## src/rtl/rvfi_trace_pkg.sv

```systemverilog
// Shared constants, record type and FSM encodings for the RVFI trace UART.
// RVFI_TRACE_PC_WDATA_EN selects the extended record (pc_wdata appended, 14 bytes).
package rvfi_trace_pkg;

  localparam logic [7:0] TRACE_SYNC_BYTE = 8'hA5;

  localparam int unsigned FLAG_TRAP      = 0;
  localparam int unsigned FLAG_HALT      = 1;
  localparam int unsigned FLAG_INTR      = 2;
  localparam int unsigned FLAG_ORDER_GAP = 3;
  localparam int unsigned FLAG_DROPPED   = 4;
  localparam int unsigned FLAG_EXTENDED  = 5;

  localparam int unsigned REC_W_BASE     = 72;
  localparam int unsigned REC_W_EXT      = 104;
  localparam int unsigned REC_BYTES_BASE = 10;
  localparam int unsigned REC_BYTES_EXT  = 14;
  localparam int unsigned REC_IDX_W      = 4;

`ifdef RVFI_TRACE_PC_WDATA_EN
  localparam int unsigned REC_W        = REC_W_EXT;
  localparam int unsigned REC_BYTES    = REC_BYTES_EXT;
  localparam logic        REC_EXTENDED = 1'b1;

  typedef struct packed {
    logic [7:0]  flags;
    logic [31:0] pc_rdata;
    logic [31:0] insn;
    logic [31:0] pc_wdata;
  } rec_t;
`else
  localparam int unsigned REC_W        = REC_W_BASE;
  localparam int unsigned REC_BYTES    = REC_BYTES_BASE;
  localparam logic        REC_EXTENDED = 1'b0;

  typedef struct packed {
    logic [7:0]  flags;
    logic [31:0] pc_rdata;
    logic [31:0] insn;
  } rec_t;
`endif

  typedef enum logic [1:0] {
    TX_IDLE,
    TX_LOAD,
    TX_SEND
  } tx_state_e;

  typedef enum logic {
    UART_IDLE,
    UART_BUSY
  } uart_state_e;

endpackage

```

## src/rtl/uart_tx_byte.sv

```systemverilog
// 8N1 UART byte transmitter, LSB first; accepts one byte per valid/ready handshake.
// The start bit appears on the cycle after accept; every bit lasts CLKS_PER_BIT cycles.
module uart_tx_byte
  import rvfi_trace_pkg::*;
#(
  parameter int unsigned CLKS_PER_BIT = 434
) (
  input  logic       clk_i,
  input  logic       rst_ni,
  input  logic [7:0] data_i,
  input  logic       valid_i,
  output logic       ready_o,
  output logic       txd_o
);

  localparam int unsigned   CW       = $clog2(CLKS_PER_BIT);
  localparam logic [CW-1:0] CNT_LAST = CW'(CLKS_PER_BIT - 1);
  localparam logic [3:0]    BIT_LAST = 4'd9;

  uart_state_e   state_q, state_d;
  logic [CW-1:0] cnt_q, cnt_d;
  logic [3:0]    bit_q, bit_d;
  logic [8:0]    shift_q, shift_d;
  logic          txd_q, txd_d;

  assign ready_o = (state_q == UART_IDLE);
  assign txd_o   = txd_q;

  // shift_q holds the data bits with the stop bit on top; one bit moves to txd per bit period
  always_comb begin
    state_d = state_q;
    cnt_d   = cnt_q;
    bit_d   = bit_q;
    shift_d = shift_q;
    txd_d   = txd_q;
    unique case (state_q)
      UART_IDLE: begin
        if (valid_i) begin
          state_d = UART_BUSY;
          cnt_d   = '0;
          bit_d   = '0;
          shift_d = {1'b1, data_i};
          txd_d   = 1'b0;
        end
      end
      UART_BUSY: begin
        if (cnt_q == CNT_LAST) begin
          cnt_d = '0;
          if (bit_q == BIT_LAST) begin
            state_d = UART_IDLE;
          end else begin
            bit_d   = bit_q + 4'd1;
            txd_d   = shift_q[0];
            shift_d = {1'b1, shift_q[8:1]};
          end
        end else begin
          cnt_d = cnt_q + CW'(1);
        end
      end
      default: state_d = UART_IDLE;
    endcase
  end

  always_ff @(posedge clk_i or negedge rst_ni) begin
    if (!rst_ni) begin
      state_q <= UART_IDLE;
      cnt_q   <= '0;
      bit_q   <= '0;
      shift_q <= '1;
      txd_q   <= 1'b1;
    end else begin
      state_q <= state_d;
      cnt_q   <= cnt_d;
      bit_q   <= bit_d;
      shift_q <= shift_d;
      txd_q   <= txd_d;
    end
  end

endmodule

```

## src/rtl/rvfi_trace_uart.sv

```systemverilog
// RVFI retirement trace sink: records into a FIFO, streamed as framed bytes over UART 8N1.
// RVFI_TRACE_PC_WDATA_EN appends pc_wdata to each record; otherwise rvfi_pc_wdata is unused.
module rvfi_trace_uart
  import rvfi_trace_pkg::*;
#(
  parameter int unsigned CLKS_PER_BIT = 434,
  parameter int unsigned FIFO_DEPTH   = 16
) (
  input  logic                        sys_clock,
  input  logic                        reset,
  input  logic                        rvfi_valid,
  input  logic [63:0]                 rvfi_order,
  input  logic [31:0]                 rvfi_insn,
  input  logic                        rvfi_trap,
  input  logic                        rvfi_halt,
  input  logic                        rvfi_intr,
  input  logic [31:0]                 rvfi_pc_rdata,
  input  logic [31:0]                 rvfi_pc_wdata,
  output logic                        trace_txd,
  output logic [15:0]                 drop_count,
  output logic [$clog2(FIFO_DEPTH):0] fifo_level
);

  localparam int unsigned          AW       = $clog2(FIFO_DEPTH);
  localparam int unsigned          LW       = AW + 1;
  localparam logic [LW-1:0]        LVL_FULL = LW'(FIFO_DEPTH);
  localparam logic [REC_IDX_W-1:0] IDX_LAST = REC_IDX_W'(REC_BYTES - 1);

  rec_t                 mem_q [FIFO_DEPTH];
  logic [AW-1:0]        wr_ptr_q, rd_ptr_q;
  logic [LW-1:0]        level_q, level_d;
  logic                 push, drop, pop;
  rec_t                 rec_in;
  logic [63:0]          last_order_q;
  logic                 order_seen_q;
  logic                 drop_pending_q, drop_pending_d;
  logic [15:0]          drop_cnt_q, drop_cnt_d;
  tx_state_e            state_q, state_d;
  rec_t                 rec_q;
  logic [REC_IDX_W-1:0] idx_q, idx_d;
  logic [7:0]           frame_b [REC_BYTES];
  logic                 tx_valid, tx_ready;

  assign fifo_level = level_q;
  assign drop_count = drop_cnt_q;

  always_comb begin
    rec_in                        = '0;
    rec_in.flags[FLAG_TRAP]       = rvfi_trap;
    rec_in.flags[FLAG_HALT]       = rvfi_halt;
    rec_in.flags[FLAG_INTR]       = rvfi_intr;
    rec_in.flags[FLAG_ORDER_GAP]  = order_seen_q && (rvfi_order != last_order_q + 64'd1);
    rec_in.flags[FLAG_DROPPED]    = drop_pending_q;
    rec_in.flags[FLAG_EXTENDED]   = REC_EXTENDED;
    rec_in.pc_rdata               = rvfi_pc_rdata;
    rec_in.insn                   = rvfi_insn;
`ifdef RVFI_TRACE_PC_WDATA_EN
    rec_in.pc_wdata               = rvfi_pc_wdata;
`endif
  end

`ifndef RVFI_TRACE_PC_WDATA_EN
  logic unused_pc_wdata;
  assign unused_pc_wdata = ^rvfi_pc_wdata;
`endif

  // Full is judged on the registered level, so a pop in the same cycle never makes room
  assign push = rvfi_valid && (level_q < LVL_FULL);
  assign drop = rvfi_valid && !push;

  always_comb begin
    drop_pending_d = drop_pending_q;
    if (drop)      drop_pending_d = 1'b1;
    else if (push) drop_pending_d = 1'b0;
    drop_cnt_d = (drop && (drop_cnt_q != '1)) ? drop_cnt_q + 16'd1 : drop_cnt_q;
    level_d    = level_q + LW'(push) - LW'(pop);
  end

  always_ff @(posedge sys_clock) begin
    if (push) mem_q[wr_ptr_q] <= rec_in;
  end

  always_ff @(posedge sys_clock or negedge reset) begin
    if (!reset) begin
      wr_ptr_q       <= '0;
      rd_ptr_q       <= '0;
      level_q        <= '0;
      last_order_q   <= '0;
      order_seen_q   <= 1'b0;
      drop_pending_q <= 1'b0;
      drop_cnt_q     <= '0;
      rec_q          <= '0;
      idx_q          <= '0;
    end else begin
      if (push) wr_ptr_q <= wr_ptr_q + AW'(1);
      if (pop) begin
        rd_ptr_q <= rd_ptr_q + AW'(1);
        rec_q    <= mem_q[rd_ptr_q];
      end
      if (rvfi_valid) begin
        last_order_q <= rvfi_order;
        order_seen_q <= 1'b1;
      end
      level_q        <= level_d;
      drop_pending_q <= drop_pending_d;
      drop_cnt_q     <= drop_cnt_d;
      idx_q          <= idx_d;
    end
  end

  always_ff @(posedge sys_clock or negedge reset) begin
    if (!reset) state_q <= TX_IDLE;
    else        state_q <= state_d;
  end

  always_comb begin
    state_d = state_q;
    unique case (state_q)
      TX_IDLE: if (level_q != '0) state_d = TX_LOAD;
      TX_LOAD: state_d = TX_SEND;
      TX_SEND: if (tx_ready && (idx_q == IDX_LAST)) state_d = TX_IDLE;
      default: state_d = TX_IDLE;
    endcase
  end

  always_comb begin
    pop      = (state_q == TX_IDLE) && (level_q != '0);
    tx_valid = (state_q == TX_SEND);
    idx_d    = idx_q;
    if (state_q == TX_LOAD) idx_d = '0;
    else if (tx_valid && tx_ready && (idx_q != IDX_LAST)) idx_d = idx_q + REC_IDX_W'(1);
  end

  always_comb begin
    frame_b[0] = TRACE_SYNC_BYTE;
    frame_b[1] = rec_q.flags;
    frame_b[2] = rec_q.pc_rdata[31:24];
    frame_b[3] = rec_q.pc_rdata[23:16];
    frame_b[4] = rec_q.pc_rdata[15:8];
    frame_b[5] = rec_q.pc_rdata[7:0];
    frame_b[6] = rec_q.insn[31:24];
    frame_b[7] = rec_q.insn[23:16];
    frame_b[8] = rec_q.insn[15:8];
    frame_b[9] = rec_q.insn[7:0];
`ifdef RVFI_TRACE_PC_WDATA_EN
    frame_b[10] = rec_q.pc_wdata[31:24];
    frame_b[11] = rec_q.pc_wdata[23:16];
    frame_b[12] = rec_q.pc_wdata[15:8];
    frame_b[13] = rec_q.pc_wdata[7:0];
`endif
  end

  uart_tx_byte #(
    .CLKS_PER_BIT(CLKS_PER_BIT)
  ) u_tx (
    .clk_i  (sys_clock),
    .rst_ni (reset),
    .data_i (frame_b[idx_q]),
    .valid_i(tx_valid),
    .ready_o(tx_ready),
    .txd_o  (trace_txd)
  );

endmodule

```

## config.mk

```make
export PLATFORM = sky130hd
export DESIGN_NAME = rvfi_trace_uart
export DESIGN_NICKNAME = d
export VERILOG_FILES = /design/src/rtl/rvfi_trace_pkg.sv /design/src/rtl/uart_tx_byte.sv /design/src/rtl/rvfi_trace_uart.sv
export SDC_FILE = /design/constraint.sdc
export NUM_CORES = 2
export LEC_CHECK = 0
export ABC_AREA = 1
export BUFFER_PORTS_ARGS = -buffer_cell sky130_fd_sc_hd__buf_2
export CAP_MARGIN = 20
export CORE_MARGIN = 5
export CORE_UTILIZATION = 62
export CTS_BUF_LIST = sky130_fd_sc_hd__clkbuf_16
export CTS_CLUSTER_DIAMETER = 50
export DETAILED_ROUTE_END_ITERATION = 6
export HOLD_SLACK_MARGIN = 0.05
export PLACE_DENSITY = 0.8
export SETUP_SLACK_MARGIN = 0.5
export SYNTH_ARGS = -nofsm -noshare
export SYNTH_HDL_FRONTEND = slang
export SYNTH_SLANG_ARGS = --single-unit
```

## constraint.sdc

```tcl
create_clock -name sys_clock -period 5.2 [get_ports sys_clock]
set_clock_uncertainty 0.1 [all_clocks]
set_input_delay 0.52 -clock sys_clock [delete_from_list [all_inputs] [get_ports sys_clock]]
set_output_delay 0.52 -clock sys_clock [all_outputs]
set_load 0.01 [all_outputs]
```

== Word level (Yosys, flattened, before mapping) ==
Memories as Yosys holds them, arrays and structs flattened. A register that Yosys moved wholly into a read port is not among the register bits.
Index checks and enable logic that the tools add are counted.
Word-level totals
  word-level logic and storage cells: 89
  memories: 1
  RAM bits: 1104
  bits of input ports: 166
  output and inout bits: 22
  register bits: 133
Memories
  mem_q: depth 16, width 69, read ports 1, clocked after memory_dff 1, write ports 1, RTL line rvfi_trace_uart.sv:29  | rec_t mem_q [FIFO_DEPTH];
Cells by class
  $lt $le $gt $ge: 2
  reduce and logical (&&, ||, !) cells: 16
  eq/ne operators: 13
  bitwise logic cells: 2
  add/subtract/negate cells: 9
  muxes and demuxes: 31
Operators by type and width (count)
  64-bit by 1-bit adder with 64-bit output, second input constant: 1
  64-bit != test: 1
  9-bit 2-to-1 mux: 5
  9-bit one-hot mux with 2 select lines: 2
  8-bit binary-select mux with 4-bit select: 1
  4-bit 2-to-1 mux: 5
  16-bit by 1-bit adder with 16-bit output, second input constant: 1
  4-bit by 1-bit adder with 4-bit output, second input constant: 4
  8-bit 2-to-1 mux: 2
  16-bit != test, second input constant: 1
  1-bit 2-to-1 mux: 10
  9-bit by 1-bit adder with 9-bit output, second input constant: 1
  9-bit equality test, second input constant: 1
  4-bit equality test, second input constant: 2
  1-bit logical AND: 8
  2-bit != test, second input constant: 4
  4-bit one-hot mux with 2 select lines: 1
  2-bit one-hot mux with 3 select lines: 1
  5-bit by 1-bit adder with 5-bit output: 1
  5-bit >= comparator, second input constant: 1
  5-bit < comparator, second input constant: 1
  4-bit NOT with 5-bit output: 1
  5-bit nonzero test: 1
  5-bit by 1-bit subtractor with 5-bit output: 1
  other kinds (12): 16

== Longest topological paths before layout ==
  word-level depth: 6
  depth in mapped cells: 16

== Modules after synthesis ==
A second synthesis with hierarchy kept.
Unflattened totals
  cell total of the unflattened synthesis: 4736
  area total of the unflattened synthesis: 54048.1 um^2
Modules (own cells, without submodules)
  rvfi_trace_uart: seq. area each 37405.9 um^2, area an instance 52733.1 um^2, instances 1, cells each 4555
  uart_tx_byte: seq. area each 586.8 um^2, area an instance 1315.0 um^2, instances 1, cells each 181

== Worst setup path after synthesis ==
Ideal clock, no wire load.
  path kind: input to register
  start: input rvfi_valid
  end: memory mem_q[11][0] in the netlist's numbering (enable)
  setup slack: 419 ps
  setup time: 497 ps
  data required time: 4603 ps
  arrival: 4184 ps
  stages: 5
  path buffers: 1
  cells stage by stage: buf_2 > inv_2 > nor2_1 > nand2_1 > nor2_1
On the way
  cells in the longest elaborated chain, start to end: 3
RTL lines
  start: declaration: RTL line rvfi_trace_uart.sv:11  | input logic rvfi_valid,
  1-bit logical AND: RTL line rvfi_trace_uart.sv:68  | assign push = rvfi_valid && (level_q < LVL_FULL);
  1-bit 2-to-1 mux: RTL line rvfi_trace_uart.sv:80  | if (push) mem_q[wr_ptr_q] <= rec_in;
  1-bit 2-to-1 mux (not written as such): RTL line rvfi_trace_uart.sv:80
  end: declaration: RTL line rvfi_trace_uart.sv:29
Every way passes these cells.

== Worst setup path after layout ==
  start: register level_q[3], in the netlist fifo_level[3]
  end: register level_q[4], in the netlist fifo_level[4]
On the way
  cells in the longest elaborated chain, start to end: 4
RTL lines
  start: declaration: RTL line rvfi_trace_uart.sv:31  | logic [LW-1:0] level_q, level_d;
  start signal: assignment: RTL line rvfi_trace_uart.sv:104  | level_q <= level_d;
  5-bit < comparator: RTL line rvfi_trace_uart.sv:68
  1-bit logical AND: RTL line rvfi_trace_uart.sv:68
  5-bit by 1-bit adder with 5-bit output: RTL line rvfi_trace_uart.sv:76  | level_d = level_q + LW'(push) - LW'(pop);
  5-bit by 1-bit subtractor with 5-bit output (*): RTL line rvfi_trace_uart.sv:76
  named net level_d[4]: RTL line rvfi_trace_uart.sv:31
Mark *: on every way through the listed nets, which the timed path passes. The rest lies on a longest branch.
A chain may end at the register's enable or synchronous reset.

==> metrics.csv <==
stage,metric,value,unit
cts,Clock Latency Late Sink,0.75,ns
yosys,Syn Std Cell Area,0.0536,sq mm
worst_hold_path,Hold Crit Class,in2reg,
timing,Final min period,3.52,ns
floorplanning,number of cell rows,107,
cts,Post-CTS Hold Buffers,131,
place,HPWL Detailed,72900,um
detailed_routing,"antenna viol nets, final",0,
floorplanning,initial core utilization,62.7,%
critical_path,Critical Path Max Stage Delay,0.85,ns
cts,post-cts resize count,0,
cts,H-tree depth reported by CTS,4,
timing,Least-Margin Pin Slew,1.13,ns
run,number of max-cap violations,0,
yosys,number of synthesized flops with an enable pin,1104,
yosys,Post-synth ARST share,14.9,%
timing,RSZ-0062 raised after global routing,false,
yosys,syn nets,4673,
timing,final setup violation count,0,
power_and_ir_drop,Max IR drop VDD,346,uV
grt,Total GRT Usage,30.1,%
yosys,syn_area_per_cell,11.9,sq um
grt,number of global-route vias before repair,36800,
power_and_ir_drop,P_leak,0.0213,uW
cts,CTS max path bufs,3,
yosys,Yosys cell types,49,
yosys,"Seq/Total Area, Yosys",70.9,%
critical_path,required time of the critical path,5.74,ns
grt,antenna violations before repair,10,
detailed_routing,via count,37900,
detailed_routing,drc violations,5,
critical_path,critical path arrival,4.07,ns
critical_path,Crit Path Max Fanout,12,
grt,first-pass GRT wire length,215000,um
detailed_routing,DR pass1 iterations,7,
final_layout,post-layout util,71.6,%
floorplanning,Die W,304,um
cts,TritonCTS buffer count,133,
yosys,cell taking the most area after synthesis,edfxtp_1,
final_layout,area of the multi-input gates,0.0141,sq mm
cts,Post-CTS Setup Inserts,0,
critical_path,Setup crit end kind,flop,
place,RePlAce Congestion,0.922,
yosys,ranking of synthesized cells by area,"edfxtp_1 (62%), dfrtp_1 (8.6%), nor2_1 (6.1%)",
final_layout,Nets,4899,
detailed_routing,drt total wl,142000,um
floorplanning,DIE AREA,0.0924,sq mm
yosys,synthesized flop and latch total,1297,
yosys,prevailing post-synth register cell,edfxtp_1,
run_status,failing checks,DRC,
detailed_routing,Routed WL per cell,23.7,um
grt,largest net degree at the start of global routing,219,
final_layout,storage element area,0.0380,sq mm
yosys,cell count after synthesis,4487,
cts,Worst-path clk slew,0.06,ns
critical_path,"Critical Path, Cell by Cell",inv_1 -> ha_1 -> inv_1 -> nor4_1 -> nor3_2 -> buf_4 -> ha_1 -> inv_1 -> ha_1 -> fa_1 -> a21oi_1 -> nor2_1 -> nor2_1 -> xor2_1,
final_layout,share of cells above drive strength 1,9.75,%
critical_path,Startpoint Class,flop,
run_status,status,"finished, violations left",
detailed_routing,vias per cell,6.35,
detailed_routing,Iteration-0 DRC Markers,5285,
final_layout,Area Growth Syn to Fin,14.3,%
timing,crit share post-route,67.8,%
yosys,Synthesis Warnings,0,
floorplanning,Core Box Area,0.0855,sq mm
place,PortBufs,155,
final_layout,FILL cells,5429,
critical_path,Worst path slowest cell,nor4_1,
timing,Slew HR,23.7,%
floorplanning,height of the die,304,um
cts,clock root buffer,clkbuf_16,
cts,Clock Sinks,1297,
floorplanning,IO Pins,188,
yosys,top-area cell type share of the netlist area,61.9,%
timing,FMAX,284,MHz
timing,endpoints failing hold,0,
cts,CTS tree,yes,
grt,gr ovfl total,0,
critical_path,critical path class,reg2reg,
timing,total negative slack,0,ns
power_and_ir_drop,pwr/cell area,375,mW/mm^2
timing,"Slew Viols, Final",0,
## registers in the layout, summed over array words and instances, names as in the netlist, 2 cells and up
name	count
last_order_q	64
drop_count	16
mem_q	1104
fifo_level	5
u_tx.bit_q	4
u_tx.cnt_q	9
u_tx.shift_q	8
frame_b	69
rd_ptr_q	4
state_q	2
idx_q	4
wr_ptr_q	4
## metal layers
layer  global-route usage [%]  vias to the layer above  share of wire (%)
li1                         -                    16800                  -
met1                     40.6                    18300                 37
met2                     48.5                     2467                 48
met3                     6.12                      408                 11
met4                     12.6                        4                4.2
met5                        0                        -              0.016
## final timing paths
kind	from	to	slack (ns)	cells past startpoint
worst max-delay path	fifo_level[3]	fifo_level[4]	1.68	14
worst min-delay path	rvfi_trap	mem_q[11][64]	0.08	1
worst min register to register	order_seen_q	order_seen_q	0.35	2
max in group asynchronous	reset	rd_ptr_q[1]	3.64	3
min in group asynchronous	reset	last_order_q[1]	0.26	2
worst max register to register	fifo_level[3]	fifo_level[4]	1.68	14
## critical path: cells and delay by family (launching register included)
kind,cells,cell delay (ns)
adder cells (fa/ha/maj),4,1.06
buffers and inverters,4,0.42
flip-flops,1,0.40
XOR/XNOR,1,0.16
AO/OA/AOI/OAI,1,0.14
AND/OR/NAND/NOR,4,1.15
## through the flow
stage / setup WS [ns] / std cells / total power [uW] / hold slack [ns] / instance area, sq um
after detailed placement: 1.81 / 5591 / 13900 / 0.342 / 55700
after global placement: 1.76 / 5590 / 13800 / 0.336 / 55700
final: 1.68 / 5974 / 23000 / 0.0754 / 61200
after floorplan: 0.419 / 4487 / 13200 / 0.124 / 53600
after CTS: 1.76 / 5966 / 23000 / 0.0524 / 61200
after global routing: 1.48 / 5973 / 23700 / 0.0627 / 61200
## where the power goes
group / switching (uW) / internal [uW] / total [uW] / leakage (uW)
Sequential: 237 / 11900 / 12200 / 0.0122
Combinational: 1140 / 489 / 1630 / 0.00687
Clock: 3960 / 5180 / 9140 / 0.00220
Total: 5340 / 17600 / 23000 / 0.0213
## synthesized netlist by cell type (2+ instances only)
| cell | n |
|---|---|
| a21oi_1 | 27 |
| a22oi_1 | 11 |
| a31oi_1 | 70 |
| buf_1 | 8 |
| buf_2 | 42 |
| buf_4 | 3 |
| clkbuf_1 | 216 |
| clkinv_1 | 7 |
| dfrtp_1 | 184 |
| dfstp_2 | 9 |
| edfxtp_1 | 1104 |
| ha_1 | 19 |
| inv_1 | 128 |
| inv_2 | 4 |
| nand2_1 | 481 |
| nand2_2 | 4 |
| nand3_1 | 166 |
| nand3b_1 | 6 |
| nand4_1 | 27 |
| nor2_1 | 875 |
| nor2_2 | 8 |
| nor2_4 | 3 |
| nor3_1 | 12 |
| nor3b_1 | 2 |
| nor4_1 | 2 |
| o211ai_1 | 14 |
| o21ai_0 | 642 |
| o21bai_1 | 5 |
| o221ai_1 | 205 |
| o22ai_1 | 78 |
| o311ai_0 | 2 |
| or2_2 | 4 |
| xnor2_1 | 28 |
| xor2_1 | 75 |
| xor3_1 | 2 |
## area by class of cell
type,instances,area share [%]
Inverter,139,0.885
Clock buffer,134,5.48
Timing Repair Buffer,361,4.71
Clock inverter,110,1.43
Antenna cell,8,0.0327
Multi-Input combinational cell,2781,23.1
Sequential cell,1297,62.1
Tap cell,1144,2.34
## cells by family after synthesis
logic type | count (synthesis) | share of synthesized area [%]
flops | 1297 | 70.9
xor+xnor | 106 | 1.81
buf+inv | 409 | 3.00
compound gates | 1060 | 11.9
fa+ha+maj | 20 | 0.481
mux | 1 | 0.0187
simple gates | 1594 | 11.9
## placed cells by master (no fill, tap or decap), types with 5 or more instances in the layout
master         instances
buf_2                154
dfstp_2                9
edfxtp_1            1104
nor2_2                 8
o22ai_1               78
nand4_1               27
buf_4                 57
nor3_1                11
nand3_1              166
inv_6                 10
dlygate4sd3_1        131
nor2_4                19
xor2_1                75
o221ai_1             205
nand3b_1               6
clkinv_2              16
nand2_1              481
nor2_1               859
buf_12                18
clkinv_1              29
ha_1                  19
a31oi_1               70
dfrtp_1              180
clkinv_8               6
clkbuf_16            134
a22oi_1               11
xnor2_1               28
o211ai_1              14
inv_1                166
o21bai_1               5
clkinvlp_4             5
a21oi_1               27
bufinv_16              9
diode_2                8
o21ai_0              642
No activity file was read; power rests on OpenSTA's default activity.
